===== src/rtl/vdot_operand_loader.sv =====
// Operand loader for the 16-lane vector dot-product stage: assembles A/B vectors beat by beat,
// launches the stage, captures the result. Optional `VDOT_LOAD_LAST_EN adds the in_last early-end port.
module vdot_operand_loader #(
    parameter int TIMEOUT = 15
) (
    input  logic         clk,
    input  logic         rst_n,
    input  logic         in_valid,
    output logic         in_ready,
    input  logic [15:0]  in_a,
    input  logic [15:0]  in_b,
`ifdef VDOT_LOAD_LAST_EN
    input  logic         in_last,
`endif
    output logic [255:0] dot_a,
    output logic [255:0] dot_b,
    output logic         dot_start,
    input  logic         dot_done,
    input  logic [15:0]  dot_out,
    input  logic         dot_v,
    output logic         res_valid,
    input  logic         res_ready,
    output logic [15:0]  res_data,
    output logic         res_v,
    output logic         res_err
);

    typedef enum logic [1:0] {
        FILL   = 2'd0,
        LAUNCH = 2'd1,
        HOLD   = 2'd2
    } state_t;

    localparam logic [7:0] TMO_LIMIT = 8'(TIMEOUT);

    state_t         state_r;
    logic [4:0]     cnt_r;
    logic [7:0]     tmo_r;
    logic [255:0]   a_r;
    logic [255:0]   b_r;
    logic           in_ready_r;
    logic           dot_start_r;
    logic           res_valid_r;
    logic [15:0]    res_data_r;
    logic           res_v_r;
    logic           res_err_r;
    logic           accept_s;
    logic           last_s;

    // Beat acceptance and end-of-fill detection
    always_comb begin
        accept_s = in_valid & in_ready_r & (state_r == FILL);
`ifdef VDOT_LOAD_LAST_EN
        last_s   = (cnt_r == 5'd15) | in_last;
`else
        last_s   = (cnt_r == 5'd15);
`endif
    end

    // Control FSM with registered handshake outputs and lane/result storage
    always_ff @(posedge clk or negedge rst_n) begin
        if (!rst_n) begin
            state_r     <= FILL;
            cnt_r       <= 5'd0;
            tmo_r       <= 8'd0;
            a_r         <= 256'd0;
            b_r         <= 256'd0;
            in_ready_r  <= 1'b1;
            dot_start_r <= 1'b0;
            res_valid_r <= 1'b0;
            res_data_r  <= 16'd0;
            res_v_r     <= 1'b0;
            res_err_r   <= 1'b0;
        end else begin
            case (state_r)
                FILL: begin
                    if (accept_s) begin
                        a_r[{cnt_r[3:0], 4'b0000} +: 16] <= in_a;
                        b_r[{cnt_r[3:0], 4'b0000} +: 16] <= in_b;
                        cnt_r <= cnt_r + 5'd1;
                        if (last_s) begin
                            state_r     <= LAUNCH;
                            in_ready_r  <= 1'b0;
                            dot_start_r <= 1'b1;
                        end else begin
                            state_r     <= FILL;
                        end
                    end else begin
                        state_r <= FILL;
                    end
                end
                LAUNCH: begin
                    tmo_r <= tmo_r + 8'd1;
                    // A done in the final allowed cycle still beats the abort
                    if (dot_done) begin
                        state_r     <= HOLD;
                        dot_start_r <= 1'b0;
                        res_valid_r <= 1'b1;
                        res_data_r  <= dot_out;
                        res_v_r     <= dot_v;
                        res_err_r   <= 1'b0;
                    end else if ((tmo_r + 8'd1) == TMO_LIMIT) begin
                        state_r     <= HOLD;
                        dot_start_r <= 1'b0;
                        res_valid_r <= 1'b1;
                        res_data_r  <= 16'd0;
                        res_v_r     <= 1'b0;
                        res_err_r   <= 1'b1;
                    end else begin
                        state_r <= LAUNCH;
                    end
                end
                HOLD: begin
                    if (res_ready) begin
                        state_r     <= FILL;
                        cnt_r       <= 5'd0;
                        tmo_r       <= 8'd0;
                        a_r         <= 256'd0;
                        b_r         <= 256'd0;
                        res_valid_r <= 1'b0;
                        in_ready_r  <= 1'b1;
                    end else begin
                        state_r <= HOLD;
                    end
                end
                default: begin
                    state_r     <= FILL;
                    cnt_r       <= 5'd0;
                    tmo_r       <= 8'd0;
                    a_r         <= 256'd0;
                    b_r         <= 256'd0;
                    in_ready_r  <= 1'b1;
                    dot_start_r <= 1'b0;
                    res_valid_r <= 1'b0;
                end
            endcase
        end
    end

    assign in_ready  = in_ready_r;
    assign dot_a     = a_r;
    assign dot_b     = b_r;
    assign dot_start = dot_start_r;
    assign res_valid = res_valid_r;
    assign res_data  = res_data_r;
    assign res_v     = res_v_r;
    assign res_err   = res_err_r;

endmodule


===== config.mk =====
export PLATFORM = sky130hd
export DESIGN_NAME = vdot_operand_loader
export DESIGN_NICKNAME = d
export VERILOG_FILES = /design/src/rtl/vdot_operand_loader.sv
export SDC_FILE = /design/constraint.sdc
export NUM_CORES = 1
export LEC_CHECK = 0
export ABC_AREA = 1
export ABC_CLOCK_PERIOD_IN_PS = 2900
export CORE_AREA = 5 5 223 225
export DETAILED_ROUTE_END_ITERATION = 8
export DIE_AREA = 0 0 228 230
export HOLD_SLACK_MARGIN = 0.05
export MAX_ROUTING_LAYER = met4
export PLACE_DENSITY = 0.79
export SLEW_MARGIN = 20
export SYNTH_ARGS = -nofsm -noshare
export SYNTH_HDL_FRONTEND = slang
export SYNTH_SLANG_ARGS = --single-unit
export TNS_END_PERCENT = 30

===== constraint.sdc =====
create_clock -name clk -period 2.9 [get_ports clk]
set_clock_uncertainty 0.2 [all_clocks]
set_input_delay 0.58 -clock clk [delete_from_list [all_inputs] [get_ports clk]]
set_output_delay 0.58 -clock clk [all_outputs]
set_load 0.1 [all_outputs]

## Word-level counts from Yosys, hierarchy flattened

Cells that the tools add are included.
Widths: inputs -> output; s select.

| storage, ports and cells | value |
|---|---|
| register bits after elaboration | 548 |
| memories | 0 |
| logic and storage cells | 73 |
| ROM bits | 0 |
| bits in writable memories | 0 |
| bits in latches | 0 |
| bits of input ports | 54 |

| cells by class | value |
|---|---|
| equality and inequality tests | 8 |
| shift operators | 3 |
| $lt $le $gt $ge | 0 |
| multiply operators | 0 |
| reductions and logical operators | 8 |
| muxes and demuxes | 35 |
| bitwise gates (word level) | 5 |
| divide/modulo/power cells | 0 |
| add/sub/neg operators | 3 |

Operators by type and width:

| kind | count |
|---|---|
| $pmux 256 s3 | 2 |
| $mux 256 | 3 |
| $bwmux 256 | 2 |
| $shiftx 16x10->256 | 2 |
| $shift 16x10->256 const A | 1 |
| $mux 16 | 2 |
| $pmux 8 s3 | 1 |
| $pmux 5 s3 | 1 |
| $mux 1 | 13 |
| $mux 5 | 2 |
| $neg 8->10 | 1 |
| $pmux 1 s3 | 3 |
| $add 8x1->8 const B | 1 |
| $eq 8x4->1 const B | 1 |
| $mux 2 | 4 |
| $mux 8 | 1 |
| $reduce_and 4->1 | 2 |
| $ne 2x2->1 const B | 3 |
| $pmux 2 s3 | 1 |
| $reduce_and 3->1 | 2 |
| $add 5x1->5 const B | 1 |
| $eq 5x4->1 const B | 1 |
| $reduce_and 2->1 | 2 |
| $ne 3x3->1 const B | 1 |
| other kinds (6) | 9 |

## Depth between registers and ports, before layout

| logic depth | value |
|---|---|
| word-level depth | 5 |
| mapped depth | 13 |
| gate-level depth less buffers | 12 |

## Least setup slack after synthesis

OpenSTA, ideal clock, no wires.

| timing | value |
|---|---|
| kind | register -> register |
| start point | register in_ready_r, in the netlist in_ready |
| end point | register b_r[156], in the netlist dot_b[156] |
| arrival time | 2023 ps |
| setup slack | 544 ps |
| stages on the path, launching flop included | 10 |
| setup time | 133 ps |
| data required time | 2567 ps |
| path through | dfstp_2 > nand2_1 > nand2_1 > nand3_4 > inv_4 > buf_6 > nand4_2 > buf_2 > nand3_1 > o21ai_0 |

| on the way | value |
|---|---|
| cells in the longest elaborated chain, start to end | 4 |

RTL lines:

| what | RTL line | text |
|---|---|---|
| start, declared | 41 | `logic in_ready_r;` |
| start signal, assigned | 68 | `in_ready_r <= 1'b1;` |
| start signal, assigned | 83 | `in_ready_r <= 1'b0;` |
| start signal, assigned | 121 | `in_ready_r <= 1'b1;` |
| $and 1x1->1 (2 in a row) | 52 | `accept_s = in_valid & in_ready_r & (state_r == FILL);` |
| $ne 2x2->1 (no source line) | n/a |  |
| $reduce_and 3->1 (no source line) | n/a |  |
| end signal, assigned by index | 79 | `b_r[{cnt_r[3:0], 4'b0000} +: 16] <= in_b;` |
| end, declared | 40 | `logic [255:0] b_r;` |

Every way passes these cells.
A chain may end at the register's enable or synchronous reset.

## Final worst setup path

| timing | value |
|---|---|
| start point | register cnt_r[1] |
| end point | register a_r[222], in the netlist dot_a[222] |

| on the way | value |
|---|---|
| cells in the longest elaborated chain, start to end | 5 |
| elaborated cells between the ends (all ways) | 6 |
| classes of those cells | add/sub: 1; shift: 2; mux: 3 |

RTL lines:

| what | RTL line | text |
|---|---|---|
| start, declared | 37 | `logic [4:0] cnt_r;` |
| start signal, assigned | 80 | `cnt_r <= cnt_r + 5'd1;` |
| $neg 8->10 (*) | 78 | `a_r[{cnt_r[3:0], 4'b0000} +: 16] <= in_a;` |
| $shiftx 16x10->256 / $shift 16x10->256 (equally long branches) | 78 |  |
| $bwmux 256 (*) | 78 |  |
| $mux 256 (*) | 77 | `if (accept_s) begin` |
| $pmux 256 s3 (*) | 75 | `case (state_r)` |
| end signal, assigned by index | 78 |  |
| end, declared | 39 | `logic [255:0] a_r;` |

Every way passes the cells marked *; elsewhere a longest branch is shown, timed or not. The select of a mux whose other input is x is not followed.

==> key figures <==
STA
  • Setup-failing EPs final: 0
  • Min Hold Slack: 272 ps
  • Fin crit period: 2800 ps
  • Tcrit/Tclk final: 0.965
  • Setup tns final: 0 ps
  • Final slew viol count: 0
  • Worst Setup Slack, final: 102 ps
  • Fmax: 357 MHz
  • Final Hold Vio Count: 0
  • Worst-Margin Slew: 731 ps
  • Max_slew headroom: 0.511
  • Unrepaired setup endpoints after global routing: false

Logic synthesis
  • Multiplexer area fraction after synthesis: 0
  • Post-Syn Nets: 2303
  • Post-synthesis cell area: 21700 µm²
  • Post-synthesis cell type count: 35
  • Post-Synth XOR/XNOR Area: 0.000749
  • Avg Inst Size Synth: 9.69 µm²
  • Ys Warns: 0
  • Simple-Gate Fraction of Synth Area: 0.213
  • Register bit total from synthesis: 548
  • Post-synthesis sequential area ratio: 0.632
  • Compound-gate portion of the synthesized area: 0.101
  • Syn Inst Count: 2242
  • Largest family of logic cells by synthesized area: simple AND/OR/NAND/NOR gates
  • Async set or reset register ratio after synthesis: 1.00
  • Adder-Cell Fraction of Synth Area: 0.00403
  • Main flop type after synthesis: dfrtp_1
  • EDFF count, synth: 0

Clocking
  • Bufs on Longest Clock Path: 3
  • Clk sinks: 548
  • Worst-path clk slew: 60 ps
  • H-tree lvl count: 2
  • Clock latency on the worst-skew pair: 600 ps
  • CTS tree: yes
  • CTS root buf: clkbuf_16
  • Clock buffer count from CTS: 56

Floorplanning
  • Die height: 230 µm
  • Die Width: 228 µm
  • Core area: 47300 µm²
  • Placement Rows: 80
  • Initial Utilization: 0.459
  • Die footprint: 52400 µm²
  • I/O pins: 587

GRT
  • Vias in the first global route: 19.3k
  • Initial antenna violation count: 6
  • Remaining global-route overflow: 0
  • First-pass GRT wire length: 121 mm
  • Largest net degree at the start of global routing: 87
  • Total GRT Usage: 0.305

Critical path
  • Kind of critical path: reg -> reg
  • CP Launch Type: register
  • R2R setup slack: 100 ps
  • Critical Path RT: 3240 ps
  • Crit Reg-Reg Startpoint: cnt_r[1]
  • Worst Setup SP: cnt_r[1]
  • Critical Path End Type: register
  • Reg2Reg Depth: 11
  • FF-to-FF End: dot_a[222]
  • Crit path arrival time: 3140 ps
  • Critical Path Fanout Max: 24
  • Setup crit end: dot_a[222]

Routing
  • Vias: 19.9k
  • DRT Pass-1 Iters: 6
  • Via density: 5.79
  • Drc violations: 0
  • Final WL: 81.2 mm
  • Number of DRC markers in iteration 0: 2648
  • Avg WL per Cell: 23.6 µm
  • Final ANT Viol Nets: 0

Finish
  • Commonest cells after routing, fill and taps aside: 564 x nand3_1, 559 x buf_4, 547 x dfrtp_1
  • Cell area after layout: 28900 µm²
  • FILL cells: 3938
  • Most common cell after layout, fill and taps aside: nand3_1
  • Nets: 2830
  • Share of cells above drive strength 1: 0.256
  • Area grow syn2layout: 33.1%

Hold path
  • Worst hold path type: reg -> reg

Placement
  • Placer Congestion: 0.892
  • Hpwl dp: 57.3 mm
  • Pre-CTS setup slack: 109 ps
  • Area after DPL: 27000 µm²
  • I/O Buffers: 586

Job
  • Max-cap violations: 0

Run status
  • Status: completed
[repair_timing]
item | CTS | global route
endpoints found under the setup margin | 0 | 57
resized for setup | 0 | 2
hold buffers | 1 | 0
hold endpoints to repair | 55 | 0
setup buffers | 0 | 0
[worst min path at each step]
stage	from	slack (ps)	depth (start not counted)	end
2_1_floorplan	rst_n	80	0	cnt_r[0]
4_1_cts	res_data[15]	270	2	res_data[15]
5_1_grt	res_data[7]	300	2	res_data[7]
3_3_place_gp	res_data[3]	260	2	res_data[3]
3_5_place_dp	res_data[15]	260	2	res_data[15]
6_report	res_data[7]	270	2	res_data[7]
[synth_stat cells, types with 2 or more instances]
| library cell | instances | share of area |
|---|---|---|
| buf_2 | 48 | 0.011 |
| o21ai_0 | 377 | 0.087 |
| dfrtp_1 | 547 | 0.63 |
| nand3_2 | 2 | 0.00092 |
| nor2_1 | 71 | 0.012 |
| inv_4 | 2 | 0.00058 |
| nand2_2 | 5 | 0.0014 |
| a21oi_1 | 2 | 0.00046 |
| nand2_4 | 5 | 0.0026 |
| o21ai_1 | 52 | 0.012 |
| nor2_4 | 6 | 0.0031 |
| nor3_1 | 4 | 0.00092 |
| nand2_1 | 314 | 0.054 |
| inv_2 | 11 | 0.0019 |
| buf_4 | 9 | 0.0031 |
| clkbuf_1 | 98 | 0.017 |
| nand3_1 | 569 | 0.13 |
| ha_1 | 7 | 0.0040 |
| nor2_8 | 2 | 0.0018 |
| inv_1 | 77 | 0.013 |
| buf_1 | 13 | 0.0022 |
| nor2_2 | 3 | 0.00086 |
| nand4_1 | 6 | 0.0017 |
[registers in the layout (all words and copies together) (netlist names), 2 cells and up]
| name | count |
|---|---|
| cnt_r | 5 |
| dot_a | 256 |
| dot_b | 256 |
| res_data | 16 |
| state_r | 2 |
| tmo_r | 8 |
[stage by stage]
step,util,instances
after floorplan,-,2242
after global placement,0.570,3323
after detailed placement,0.570,3323
after CTS,0.610,3428
after global routing,0.610,3436
final,0.610,3437
[cells by family after synthesis]
kind of cell,count (synthesis)
AND/OR/NAND/NOR,990
XOR/XNOR,1
buffers and inverters,260
AO/OA/AOI/OAI,436
flip-flops,548
adder cells (fa/ha/maj),7
[per-layer routing]
| layer | global-route usage | vias to the layer above | share of wire |
|---|---|---|---|
| met5 | - | - | 0 |
| met4 | 0.121 | 0 | 0.044 |
| met3 | 0.0683 | 192 | 0.094 |
| met2 | 0.482 | 1208 | 0.48 |
| met1 | 0.388 | 9808 | 0.38 |
| li1 | - | 8689 | - |
[worst max-delay path, stage by stage (launching register included)]
cell     delay [ps]
dfrtp_1         410
inv_1           120
ha_1            250
nand2_1         110
nor2_1           70
inv_1           100
nand2_1         280
nor2_4          460
nand2_2         100
nand2_2         370
nand3_1         140
nand2_1         100
[area by class of cell]
type                    instances  area (µm²)  share of cell area
flip-flops and latches        548       13700               0.474
diodes                          7        17.5            0.000606
clock buffers                  89        1710              0.0590
well taps                     615         769              0.0266
clock inverters                15         168             0.00580
multi-input cells            1436        6970               0.241
inverters                      91         357              0.0123
repair buffers                636        5200               0.180
Power is left out: the tool's default activity adds up to more than one toggle a clock period on the data nets, which glitch-free logic cannot reach.
